===== config.mk =====
export PLATFORM = sky130hd
export DESIGN_NAME = tms_pmem_arbiter
export DESIGN_NICKNAME = d
export VERILOG_FILES = /design/src/rtl/tms_pmem_arbiter.sv
export SDC_FILE = /design/constraint.sdc
export NUM_CORES = 1
export LEC_CHECK = 0
export BUFFER_PORTS_ARGS = -buffer_cell sky130_fd_sc_hd__buf_2
export CORE_AREA = 2 2 61 63
export CTS_BUF_LIST = sky130_fd_sc_hd__clkbuf_8 sky130_fd_sc_hd__clkbuf_16
export CTS_CLUSTER_SIZE = 24
export DETAILED_ROUTE_END_ITERATION = 16
export DIE_AREA = 0 0 63 65
export GPL_TIMING_DRIVEN = 0
export PLACE_DENSITY = 0.84
export SLEW_MARGIN = 0
export SYNTH_ARGS = -nofsm -noshare
export SYNTH_HDL_FRONTEND = slang
export SYNTH_SLANG_ARGS = --single-unit

===== constraint.sdc =====
create_clock -name wb_clk_i -period 3.4 [get_ports wb_clk_i]
set_clock_uncertainty 0.2 [all_clocks]
set_input_delay 1.02 -clock wb_clk_i [delete_from_list [all_inputs] [get_ports wb_clk_i]]
set_output_delay 1.02 -clock wb_clk_i [all_outputs]
set_load 0.1 [all_outputs]

===== src/rtl/tms_pmem_arbiter.sv =====
// tms_pmem_arbiter: shares the single-port program SRAM between the core
// instruction-fetch port and the management Wishbone slave. The core has
// priority. A Wishbone access that keeps losing is forced through once it has
// waited MAX_WAIT cycles. Every access returns data exactly one cycle after issue.
module tms_pmem_arbiter #(
  parameter int ADDR_W   = 11,
  parameter int MAX_WAIT = 4
) (
  input  logic              wb_clk_i,
  input  logic              wb_rst_i,
  input  logic              core_halt,
  input  logic              fetch_req,
  input  logic [ADDR_W-1:0] fetch_addr,
  output logic              fetch_valid,
  output logic [7:0]        fetch_data,
  input  logic              wbs_cyc_i,
  input  logic              wbs_stb_i,
  input  logic              wbs_we_i,
  input  logic [3:0]        wbs_sel_i,
  input  logic [31:0]       wbs_adr_i,
  input  logic [31:0]       wbs_dat_i,
  output logic              wbs_ack_o,
  output logic [31:0]       wbs_dat_o,
  output logic              mem_csb,
  output logic              mem_web,
  output logic [ADDR_W-1:0] mem_addr,
  output logic [7:0]        mem_din,
  input  logic [7:0]        mem_dout
);

  localparam logic [2:0] MAX_WAIT_C = 3'(MAX_WAIT);

  logic              core_elig;
  logic              wb_elig;
  logic              grant_core;
  logic              grant_wb;
  logic              wb_touches_mem;
  logic              read_ack;
  logic [ADDR_W-1:0] wb_word_addr;
  logic [2:0]        starve_cnt_reg;
  logic [2:0]        starve_cnt_next;
  logic              fetch_pend_reg;
  logic              ack_pend_reg;
  logic              ack_read_reg;

  // Bus bits that carry no meaning here (byte lanes 1-3, sub-word and aliased
  // address bits, upper write data) are collected so their non-use is explicit.
  logic unused_bus_bits;
  assign unused_bus_bits = ^{wbs_sel_i[3:1], wbs_adr_i[31:ADDR_W+2],
                             wbs_adr_i[1:0], wbs_dat_i[31:8]};

  // Wishbone addresses are word-aligned bytes; upper bits alias.
  assign wb_word_addr = wbs_adr_i[ADDR_W+1:2];

  // Pulses from accesses in flight are masked while reset is high, so an
  // access caught by reset never produces a valid or an ack.
  assign fetch_valid = fetch_pend_reg & ~wb_rst_i;
  assign wbs_ack_o   = ack_pend_reg & ~wb_rst_i;
  assign read_ack    = wbs_ack_o & ack_read_reg;

  // Data outputs carry the SRAM byte only during their own pulse, zero otherwise.
  generate
    for (genvar gi = 0; gi < 8; gi++) begin : g_data_lane
      assign fetch_data[gi] = fetch_valid & mem_dout[gi];
      assign wbs_dat_o[gi]  = read_ack & mem_dout[gi];
    end
  endgenerate
  assign wbs_dat_o[31:8] = '0;

  // Eligibility and single-winner arbitration; the starved WB request overrides the core.
  always_comb begin
    core_elig  = fetch_req & ~core_halt & ~wb_rst_i;
    wb_elig    = wbs_cyc_i & wbs_stb_i & ~wbs_ack_o & ~wb_rst_i;
    grant_wb   = wb_elig & ((starve_cnt_reg == MAX_WAIT_C) | ~core_elig);
    grant_core = core_elig & ~grant_wb;
  end

  // A masked byte write is granted and acked but never touches the SRAM.
  assign wb_touches_mem = ~wbs_we_i | wbs_sel_i[0];

  // Combinational SRAM issue for the winner of this cycle.
  always_comb begin
    mem_csb  = 1'b1;
    mem_web  = 1'b1;
    mem_addr = '0;
    mem_din  = '0;
    if (grant_wb) begin
      if (wb_touches_mem) begin
        mem_csb  = 1'b0;
        mem_web  = ~wbs_we_i;
        mem_addr = wb_word_addr;
        if (wbs_we_i) begin
          mem_din = wbs_dat_i[7:0];
        end
      end
    end else if (grant_core) begin
      mem_csb  = 1'b0;
      mem_addr = fetch_addr;
    end
  end

  // Starvation counter: counts lost WB cycles, saturates, clears when WB wins or leaves.
  always_comb begin
    starve_cnt_next = '0;
    if (wb_elig && !grant_wb) begin
      if (starve_cnt_reg != MAX_WAIT_C) begin
        starve_cnt_next = starve_cnt_reg + 3'd1;
      end else begin
        starve_cnt_next = starve_cnt_reg;
      end
    end
  end

  // State registers: the in-flight flags drive the next-cycle response pulses.
  always_ff @(posedge wb_clk_i) begin
    if (wb_rst_i) begin
      starve_cnt_reg <= '0;
      fetch_pend_reg <= 1'b0;
      ack_pend_reg   <= 1'b0;
      ack_read_reg   <= 1'b0;
    end else begin
      starve_cnt_reg <= starve_cnt_next;
      fetch_pend_reg <= grant_core;
      ack_pend_reg   <= grant_wb;
      ack_read_reg   <= grant_wb & ~wbs_we_i;
    end
  end

endmodule


==> run_results.csv <==
group,metric,value,unit
outcome,outcome,"finished with violations",
outcome,violations,"setup timing",
place,portBuffers,84,
synth,synth_cells,96,
floorplan,rows,22,
pwr,max-vdd-ir-drop,0.000182,V
floorplan,start_util,21.5,%
grt,antenna_found_initial,0,
sta,finalSetupTns,-594,ps
routing,drtIter0Drc,9,
routing,routedWlPerCell,11.5,um
synth,synth_edf_count,0,
grt,grt_pass1_vias,991,
synth,yosys_warnings,0,
routing,drc,0,
clock_tree,cts.sinks,6,
synth,synth-xor-area-share,1.16,%
synth,synth_adder_area_share,3.32,%
worst_setup_path,crit_path_max_fanout,5,
final_layout,layout-drive-gt1-share,77.1,%
place,post_dp_cell_area,1470,um2
final_layout,diodes,0,
worst_setup_path,crit_path_start_kind,"input port",
grt,grt_max_degree,11,
place,dp_cells,251,
sta,setup_slack,-84.3,ps
sta,final_max_slew_viol_count,0,
sta,fin_hold_ws,249,ps
place,dp_hpwl,2030,um
clock_tree,clockRootBuffer,"clkbuf_8",
routing,num_vias,1034,
clock_tree,path_clk_slew,40,ps
worst_setup_path,worst_ep_arrival_time,2260,ps
place,gp_congestion,0.698,
sta,rsz0062_at_grt,"true",
sta,setup_viol_count_final,11,
grt,overflow,0,
synth,post_synth_num_cell_types,22,
sta,period_share,102,%
synth,synth_async_sr_flop_share,0,%
synth,synth-seq-cells,6,
synth,synthSimpleGateAreaFrac,31.6,%
routing,drt-total-wl,2960,um
pwr,p_leak,0.00103,uW
final_layout,fin_cells,258,
synth,synth.area.mux_share,0,%
final_layout,syn_to_final_growth,148,%
routing,vias_per_cell,4.01,
synth,synth_top_family_by_area,"simple AND/OR/NAND/NOR gates",
grt,grtUsageTotal,13.2,%
pwr,powerDensity,268,nW/um2
worst_setup_path,slowest_stage,"or3b_4",
worst_setup_path,crit_chain,"buf_6, or3b_4, o21ba_4, clkbuf_16, a22o_4, buf_12",
synth,synth-compound-area-share,18.4,%
routing,first_pass_iters,4,
clock_tree,cts_made_buffers,3,
clock_tree,cts_tree,"built",
floorplan,die_x,63,um
synth,syn_area,753,um2
floorplan,die_area,4100,um2
min_path,min_path_type,"reg2reg",
synth,synth_flop_cell,"dfxtp_1",
clock_tree,cts_max_path_buffers,2,
final_layout,largest_reg_flops,3,
routing,final_antenna_net_count,0,
final_layout,fin_area,1870,um2
sta,fin_crit,3480,ps
final_layout,final_common_cell,"buf_2",
synth,synth.avg_cell_area,7.85,um2
floorplan,coreArea,3500,um2
clock_tree,clkLatencyLatePin,230,ps
clock_tree,h-tree-depth,1,
worst_setup_path,critPathKind,"in2out",
sta,hold_viol,0,
final_layout,nets,308,
final_layout,layout_common_cells,"buf_2, buf_4, conb_1",
worst_setup_path,crit_path_max_incr_delay,390,ps
grt,grt_pass1_wl,4220,um
synth,yosysSeqAreaShare,15.9,%
flow_run,cap_viol_max_count,0,
floorplan,die_height,65,um
worst_setup_path,end_kind,"primary output",
worst_setup_path,worstPathRequired,2180,ps
place,place_ws,-508,ps
floorplan,ios,157,
sta,maxClockFrequency,0.287,GHz
-- power breakdown --
group | internal, uW | switching, uW
sequential | 72.2 | 1.13
combinational | 90.0 | 227
clock | 76.3 | 34.1
-- stage by stage --
stage / utilization (%) / power [uW]
finish: 53.4 / 500
global route: 53.4 / 514
CTS: 50.8 / 491
detailed placement: 42.1 / 349
global placement: 42.1 / 347
floorplan: - / 309
-- per-layer routing --
layer  share of wire [%]  track usage (%)
met3                  13             3.30
met4                 1.4             5.83
met5                   0                0
met1                  32             12.6
met2                  53             26.3
-- cell type report --
cell class | count | area, um2
well taps | 48 | 60.1
inverters | 5 | 18.8
repair buffers | 88 | 709
flip-flops and latches | 6 | 120
fillers | 303 | 1630
multi-input cells | 80 | 696
plain buffers | 28 | 221
clock buffers | 3 | 41.3
-- worst paths after layout --
check | from | end | slack (ps) | cells after the start
max | core_halt | mem_addr[9] | -80 | 6
min | starve_cnt_reg[0]$_SDFFE_PP0P_ | starve_cnt_reg[0]$_SDFFE_PP0P_ | 250 | 1
max reg2reg | starve_cnt_reg[0]$_SDFFE_PP0P_ | starve_cnt_reg[1]$_SDFFE_PP0P_ | 1710 | 5
min reg2reg | starve_cnt_reg[0]$_SDFFE_PP0P_ | starve_cnt_reg[0]$_SDFFE_PP0P_ | 250 | 1
-- timing repair --
item	in CTS	in global routing
gates cloned	0	1
hold endpoints to repair	0	0
endpoints found under the setup margin	21	20
pin swaps	0	11
gates resized for setup	68	12
setup buffers	1	2
hold buffers	0	0
-- critical path: cells and delay by family --
kind	cells	cell delay (ps)
compound gates	2	430
simple gates	1	390
buf+inv	3	420
-- cell usage after synthesis, types with 2 or more instances --
cell type	number	share of area, %
a22o_1	11	13
and2_1	16	13
and3_1	8	6.6
buf_4	25	25
clkbuf_1	2	1.0
dfxtp_1	6	16
ha_1	2	3.3
inv_1	5	2.5
nand2_1	3	1.5
nor2_1	3	1.5
nor2b_1	4	3.3
-- cell families after synthesis --
group / after synthesis
AND/OR/NAND/NOR: 38
buffers and inverters: 33
AO/OA/AOI/OAI: 15
flip-flops: 6
adder cells (fa/ha/maj): 2
XOR/XNOR: 1
other: 1
(Power assumes the default switching activity.)
